--- src/rtl/hs_pkg.sv ---
// Shared helpers for the elastic pipeline: depth limit, clog2 and pointer type.
package hs_pkg;

  localparam int HS_MAX_DEPTH = 64;

  function automatic int hs_clog2(input int n);
    int r;
    r = 0;
    for (int i = 0; i < 31; i++)
      if ((1 << r) < n) r++;
    return r;
  endfunction

  // Wide enough for any FIFO pointer up to HS_MAX_DEPTH-1 slots.
  typedef logic [hs_clog2(HS_MAX_DEPTH-1)-1:0] hs_ptr_t;

  function automatic hs_ptr_t hs_ptr_inc(input hs_ptr_t p, input hs_ptr_t last);
    return (p == last) ? '0 : p + hs_ptr_t'(1);
  endfunction

endpackage

--- src/rtl/hs_fifo_mem.sv ---
// Register-array storage for the elastic pipe's FIFO slots; async read.
module hs_fifo_mem
  import hs_pkg::*;
#(
  parameter int DATA_W  = 8,
  parameter int ENTRIES = 1,
  parameter int PW      = 1
) (
  input  logic              clk,
  input  logic              rst,
  input  logic              wr_en_i,
  input  logic [PW-1:0]     wr_ptr_i,
  input  logic [DATA_W-1:0] data_i,
  input  logic [PW-1:0]     rd_ptr_i,
  output logic [DATA_W-1:0] data_o
);

  logic [DATA_W-1:0] mem_q [ENTRIES];

  always_ff @(posedge clk or posedge rst) begin
    if (rst) begin
      for (int i = 0; i < ENTRIES; i++) mem_q[i] <= '0;
    end else if (wr_en_i) begin
      mem_q[wr_ptr_i] <= data_i;
    end
  end

  assign data_o = mem_q[rd_ptr_i];

endmodule

--- src/rtl/hs_elastic_pipe.sv ---
// Elastic valid/ready stage: registered output slot plus DEPTH-1 FIFO slots, all outputs flopped.
// Optional HS_LEVEL_EN adds a registered occupancy port level_o.
module hs_elastic_pipe
  import hs_pkg::*;
#(
  parameter int DATA_W = 8,
  parameter int DEPTH  = 2
) (
  input  logic              clk,
  input  logic              reset,
  input  logic              valid_pre_i,
  output logic              ready_pre_o,
  input  logic [DATA_W-1:0] data_i,
  output logic              valid_post_o,
  input  logic              ready_post_i,
  output logic [DATA_W-1:0] data_o
`ifdef HS_LEVEL_EN
  ,
  output logic [hs_clog2(DEPTH+1)-1:0] level_o
`endif
);

  localparam int PW = (hs_clog2(DEPTH-1) < 1) ? 1 : hs_clog2(DEPTH-1);
  localparam int CW = hs_clog2(DEPTH+1);
  localparam hs_ptr_t PTR_LAST = hs_ptr_t'(DEPTH-2);

  logic              valid_q, valid_d;
  logic [DATA_W-1:0] data_q, data_d;
  logic              ready_q, ready_d;
  logic [PW-1:0]     wr_q, wr_d, rd_q, rd_d, wr_nxt, rd_nxt;
  logic [CW-1:0]     fcnt_q, fcnt_d, cnt, cnt_d;
  logic              push, pop, wr_en;
  logic [DATA_W-1:0] fifo_rdata;

  assign push = valid_pre_i & ready_q;
  assign pop  = valid_q & ready_post_i;
  assign cnt  = fcnt_q + CW'(valid_q);

  assign wr_nxt = PW'(hs_ptr_inc(hs_ptr_t'(wr_q), PTR_LAST));
  assign rd_nxt = PW'(hs_ptr_inc(hs_ptr_t'(rd_q), PTR_LAST));

  always_comb begin
    valid_d = valid_q;
    data_d  = data_q;
    wr_d    = wr_q;
    rd_d    = rd_q;
    fcnt_d  = fcnt_q;
    wr_en   = 1'b0;
    if (!valid_q || pop) begin
      if (fcnt_q != '0) begin
        valid_d = 1'b1;
        data_d  = fifo_rdata;
        rd_d    = rd_nxt;
        fcnt_d  = fcnt_q - CW'(1);
        if (push) begin
          wr_en  = 1'b1;
          wr_d   = wr_nxt;
          fcnt_d = fcnt_q;
        end
      end else if (push) begin
        valid_d = 1'b1;
        data_d  = data_i;
      end else begin
        valid_d = 1'b0;
      end
    end else if (push) begin
      wr_en  = 1'b1;
      wr_d   = wr_nxt;
      fcnt_d = fcnt_q + CW'(1);
    end
  end

  // Ready looks only at the next occupancy, so a pop while full frees the slot one cycle later.
  always_comb begin
    cnt_d = cnt;
    if (push && !pop)      cnt_d = cnt + CW'(1);
    else if (pop && !push) cnt_d = cnt - CW'(1);
    ready_d = (cnt_d < CW'(DEPTH));
  end

  always_ff @(posedge clk or posedge reset) begin
    if (reset) begin
      valid_q <= 1'b0;
      data_q  <= '0;
      ready_q <= 1'b0;
      wr_q    <= '0;
      rd_q    <= '0;
      fcnt_q  <= '0;
    end else begin
      valid_q <= valid_d;
      data_q  <= data_d;
      ready_q <= ready_d;
      wr_q    <= wr_d;
      rd_q    <= rd_d;
      fcnt_q  <= fcnt_d;
    end
  end

  hs_fifo_mem #(.DATA_W(DATA_W), .ENTRIES(DEPTH-1), .PW(PW)) u_mem (
    .clk     (clk),
    .rst     (reset),
    .wr_en_i (wr_en),
    .wr_ptr_i(wr_q),
    .data_i  (data_i),
    .rd_ptr_i(rd_q),
    .data_o  (fifo_rdata)
  );

`ifdef HS_LEVEL_EN
  logic [CW-1:0] level_q;
  always_ff @(posedge clk or posedge reset) begin
    if (reset) level_q <= '0;
    else       level_q <= cnt_d;
  end
  assign level_o = level_q;
`endif

  assign valid_post_o = valid_q;
  assign data_o       = data_q;
  assign ready_pre_o  = ready_q;

endmodule

--- config.mk ---
export PLATFORM = sky130hd
export DESIGN_NAME = hs_elastic_pipe
export DESIGN_NICKNAME = d
export VERILOG_FILES = /design/src/rtl/hs_pkg.sv /design/src/rtl/hs_fifo_mem.sv /design/src/rtl/hs_elastic_pipe.sv
export SDC_FILE = /design/constraint.sdc
export NUM_CORES = 1
export LEC_CHECK = 0
export ABC_AREA = 1
export CORE_MARGIN = 4
export CORE_UTILIZATION = 50
export DETAILED_ROUTE_END_ITERATION = 7
export PLACE_DENSITY = 0.78
export SETUP_SLACK_MARGIN = 0.4
export SLEW_MARGIN = 10
export SYNTH_ARGS = -nofsm -noshare
export SYNTH_HDL_FRONTEND = slang
export SYNTH_HIERARCHICAL = 1
export SYNTH_SLANG_ARGS = --single-unit
export TNS_END_PERCENT = 100
--- constraint.sdc ---
create_clock -name clk -period 1.6 [get_ports clk]
set_input_delay 0.32 -clock clk [delete_from_list [all_inputs] [get_ports clk]]
set_output_delay 0.32 -clock clk [all_outputs]
set_load 0.005 [all_outputs]
After elaboration in Yosys (flattened, before gate mapping)
Cells that the tools add are included.
{ "totals": {"regBits": 22, "inputBits": 12, "output_inout_bits": 10, "word_cells": 55} }
{ "op_classes": {"addsub": 7, "magnitude_cmp": 4, "n_eq_ne": 2, "muxes": 20, "bitwise_logic": 2, "n_reduce_logical": 13} }
{ "op_table": {"columns": ["cell", "count"], "rows": [
  ["$mux W8", 4],
  ["$mux W2", 6],
  ["$mux W1", 9],
  ["$bwmux W8", 1],
  ["$reduce_bool A2 Y1", 3],
  ["$add A2 B1 Y2 const B", 2],
  ["$reduce_and A2 Y1", 2],
  ["$sub A2 B1 Y2 const B", 2],
  ["$logic_and A1 B1 Y1", 3],
  ["$logic_not A1 Y1", 3],
  ["$reduce_and A3 Y1", 1],
  ["$add A1 B1 Y1 const B", 2],
  ["$add A2 B1 Y2", 1],
  ["$and A1 B1 Y1", 2],
  ["$lt A1 B1 Y1 const B", 2],
  ["$lt A2 B2 Y1 const B", 1],
  ["$ne A2 B1 Y1 const B", 1],
  ["$ne A2 B2 Y1 const B", 1],
  ["$ge A1 B1 Y1 const B", 1],
  ["$logic_or A1 B1 Y1", 1]
]} }

Logic depth before layout (Yosys ltp)
{ "logic_depth": {"ltp_word": 6, "mapped_depth": 8, "mapped_depth_nobuf": 7} }

By module
Netlist, hierarchy kept.
{ "modules_own_cells": {"columns": ["module", "instances", "cells_each", "area_per_inst_um2", "seq_area_each_um2"], "rows": [
  ["hs_elastic_pipe", 1, 103, 762.0, 300.3],
  ["hs_fifo_mem", 1, 36, 330.3, 200.2]
]} }

Worst setup path after synthesis
OpenSTA, ideal clock, no wires.
{ "synth_path": {"path_kind": "register -> register", "start": "reg fcnt_q[0]", "end": "reg u_mem/mem_q[5] in the netlist's numbering", "arrival_ps": 1070, "slack_ps": 414, "path_stages_with_launch": 9, "path_cell_list": "dfrtp_1 inv_2 nand2_4 nor2_2 nor2_1 buf_6 nand2_4 nand2_1 nand2_1"} }
{ "synth_via": {"elab_chain_cells": 3} }
{ "synth_rtl": {"columns": ["item", "line", "text"], "rows": [
  ["start, declared", "hs_elastic_pipe.sv:31", "logic [CW-1:0] fcnt_q, fcnt_d, cnt, cnt_d;"],
  ["start signal, assigned", "hs_elastic_pipe.sv:95", "fcnt_q <= fcnt_d;"],
  ["$reduce_bool A2 Y1", "hs_elastic_pipe.sv:50", "if (fcnt_q != '0) begin"],
  ["$mux W1", "hs_elastic_pipe.sv:50", null],
  ["$mux W1", "hs_elastic_pipe.sv:49", "if (!valid_q || pop) begin"],
  ["net wr_en", "hs_elastic_pipe.sv:32", "logic push, pop, wr_en;"],
  ["end signal, assigned by index", "hs_fifo_mem.sv:24", "mem_q[wr_ptr_i] <= data_i;"],
  ["end, declared", "hs_fifo_mem.sv:18", "logic [DATA_W-1:0] mem_q [ENTRIES];"]
]} }
The timed path passes the listed nets, and every way through them passes these cells.
A chain may end at the register's enable or synchronous reset.

Worst setup path after layout
{ "layout_path": {"start": "reg valid_q (netlist: valid_post_o)", "end": "reg u_mem/mem_q[1] in the netlist's numbering"} }
{ "layout_via": {"elab_chain_cells": 3} }
{ "layout_rtl": {"columns": ["item", "line", "text"], "rows": [
  ["start, declared", "hs_elastic_pipe.sv:27", "logic valid_q, valid_d;"],
  ["start signal, assigned", "hs_elastic_pipe.sv:90", "valid_q <= valid_d;"],
  ["$and A1 B1 Y1 or $logic_not A1 Y1 (tied branches)", "hs_elastic_pipe.sv:36, hs_elastic_pipe.sv:49", null],
  ["$logic_or A1 B1 Y1 *", "hs_elastic_pipe.sv:49", null],
  ["$mux W1 *", "hs_elastic_pipe.sv:49", null],
  ["net wr_en", "hs_elastic_pipe.sv:32", null]
]} }
Mark *: on every way through the listed nets, which the timed path passes. The rest lies on a longest branch.

==> reports/metrics.yaml <==
sta:
  timing.final.ws_setup_ns: 0.307
  grt_setup_unrepaired: "yes"
  fin_crit_sh_pct: 80.8
  max_freq_mhz: 773
  tns_ns: 0
  setup_viol: 0
  fin_worst_skew_ns: 0.00914
  fin_crit_ns: 1.29
  finalMaxSlewViolations: 0
  whs_ns: 0.282
  finalHoldViolations: 0
power_and_ir_drop:
  power.density_nw_per_um2: 2070
  vdd.ir_drop.worst_mv: 1.48
  p_leak_nw: 0.885
route:
  post_drt_wl_per_cell_um: 15.5
  via_count: 1126
  routed_wl_um: 3270
  wl_met2_um: 1710
  drtIter0Drc: 29
  dr.pass1.iters: 4
  highest_layer: "met4"
  drc_errors: 0
  wl_met3_um: 187
  m1WireLength_um: 1310
  via_per_inst: 5.34
  antenna_left: 0
worst_setup_path:
  reg2reg_slack_ns: 0.31
  crit_fanout: 8
  reg2reg_depth: 9
  critPathKind: "reg -> reg"
  endpoint: "u_mem/mem_q[1]"
  reg2reg_to: "u_mem/mem_q[1]"
  crit_path_start_kind: "flip-flop"
  worst-path-buf-inv: 3
  crit_path_start: "valid_post_o"
  path_cells: "buf_6, inv_4, nor2_4, nor2_4, nor2_4, buf_6, nand2_8, nand2_4, nand2_2"
  worst_path_most_repeated_cell: "nor2_4"
  r2r_start: "valid_post_o"
  critical_path_arrival_ns: 1.51
  cp.depth: 9
  critPathTopFamily: "simple AND/OR/NAND/NOR gates"
  end_kind: "flip-flop"
  cp_slowest_cell: "dfrtp_2"
  cpPeakStageDelay_ns: 0.41
  cp_data_required_time_ns: 1.82
placement:
  place_ws_ns: 0.00652
  dp_hpwl_um: 1810
  placed_cell_area_um2: 1340
  place_inst: 188
  gp_congestion: 0.885
  numPortBuffers: 21
cts:
  cts.hold.buffers_added: 0
  cts_tree: "yes"
  clock_latency_ns: 0.31
  ctsLongestPathBuffers: 2
  cts_htree_levels: 1
  path_clk_slew_ns: 0.13
  cts_inserted_buffers: 3
  root_buffer: "clkbuf_4"
  clock-sinks: 20
yosys:
  synthCells: 139
  yosysWarnings: 6
  synthesis.area_um2: 1090
  avgSynthCellArea_um2: 7.86
  yosysUniqueCellTypes: 17
  synth_fp_nets: 152
  seq_area_frac_synth_pct: 45.8
  ys_ff_latch: 20
cells_and_area:
  final_cells: 211
  area_growth_pct: 54.9
  nets: 198
  layout-drive-gt1-share_pct: 51.6
  finalInstanceArea_um2: 1690
  final.fill_count: 106
  n_antenna_cell: 0
die:
  num_rows: 16
  core_area_um2: 2020
  dieArea_um2: 3000
  die_h_um: 54.7
  die_x_um: 54.7
  ioPinCount: 22
  start_util_pct: 54.0
global_route:
  track_usage_pct: 23.3
  grt_pass1_vias: 1110
  antenna_found_initial: 0
  grt_max_degree: 13
  grt_overflow: 0
  grt_pass1_wl_um: 4930
worst_hold_path:
  hold_path_class: "in -> async"
run_status:
  status: "finished, final reports clean"
flow_run:
  cap_violations: 0
-- kinds of logic after synthesis --
| group | after synthesis | share of synthesized area [%] |
|---|---|---|
| buffers and inverters | 12 | 5.50 |
| other | 1 | 0.343 |
| and+or+nand+nor | 104 | 46.4 |
| adders and majority gates | 1 | 1.15 |
| xor gates and xnor gates | 1 | 0.802 |
| DFF | 20 | 45.8 |
-- where the power goes --
group          total [mW]  leakage, nW  internal, mW  switching, mW
Clock               0.314       0.0210         0.139          0.175
Combinational        2.26        0.619          1.04           1.23
Sequential          0.931        0.246         0.746          0.185
Total                3.51        0.885          1.92           1.59
-- cells in the mapped netlist, drive strengths merged --
cell   number  area, µm²
buf         1       11.3
conb        1       3.75
dfrtp      20        500
ha          1       12.5
inv        11       48.8
nand2      82        394
nand3      14       70.1
nand4       1       6.26
nor2        7       36.3
xnor2       1       8.76
-- metal layers --
metal	vias up	GRT usage [%]
met3	11	3.00
met1	546	28.1
met5	-	0
met4	0	11.2
li1	520	-
met2	49	40.4
-- registers in the layout, summed over array words and instances, names as in the netlist --
signal	flops
u_mem/mem_q	8
ready_pre_o	1
fcnt_q	2
valid_post_o	1
data_o	8
-- timing repair --
| action | in CTS | in global routing |
|---|---|---|
| pin swaps | 12 | 16 |
| cloned | 2 | 0 |
| setup endpoints to repair | 27 | 23 |
| buffers inserted | 13 | 4 |
| gates resized for setup | 63 | 31 |
-- worst min path at each step --
stage	startpoint	to	slack [ns]
6_report	reset	u_mem/mem_q[3]	0.28
5_1_grt	reset	u_mem/mem_q[3]	0.29
4_1_cts	reset	u_mem/mem_q[3]	0.29
3_5_place_dp	u_mem/mem_q[0]	u_mem/mem_q[0]	0.47
3_3_place_gp	u_mem/mem_q[3]	u_mem/mem_q[3]	0.46
2_1_floorplan	reset	u_mem/mem_q[0]	0.14
-- worst register-to-register path: cells and delay by family, from the launching register on --
kind / cells / cell delay (ns)
simple gates: 6 / 0.49
flops: 1 / 0.41
buf+inv: 3 / 0.32
-- area by class of cell --
cell class | count | area, µm² | share of cell area (%)
repair buffers | 41 | 357 | 21.1
inverters | 11 | 51.3 | 3.03
multi-input cells | 108 | 709 | 41.9
clock buffers | 4 | 36.3 | 2.14
flip-flops and latches | 20 | 504 | 29.8
well taps | 27 | 33.8 | 2.00
-- placed cells by master (no fill, tap or decap), drive strengths merged --
| cell type | Yosys | routed |
|---|---|---|
| clkdlybuf4s50 | 0 | 10 |
| buf | 1 | 30 |
| nor2 | 7 | 7 |
| nand4 | 1 | 1 |
| ha | 1 | 1 |
| xnor2 | 1 | 1 |
| dlymetal6s2s | 0 | 1 |
| dfrtp | 20 | 20 |
| nand3 | 14 | 14 |
| nand2 | 82 | 83 |
| inv | 11 | 11 |
| clkbuf | 0 | 4 |
| conb | 1 | 1 |
-- metrics by stage --
step	power, mW	utilization [%]
floorplan	1.89	-
global placement	2.29	66.3
detailed placement	2.36	66.3
CTS	3.06	76.2
global route	3.76	83.7
finish	3.51	83.7
Power figures use the tool's default switching activity.
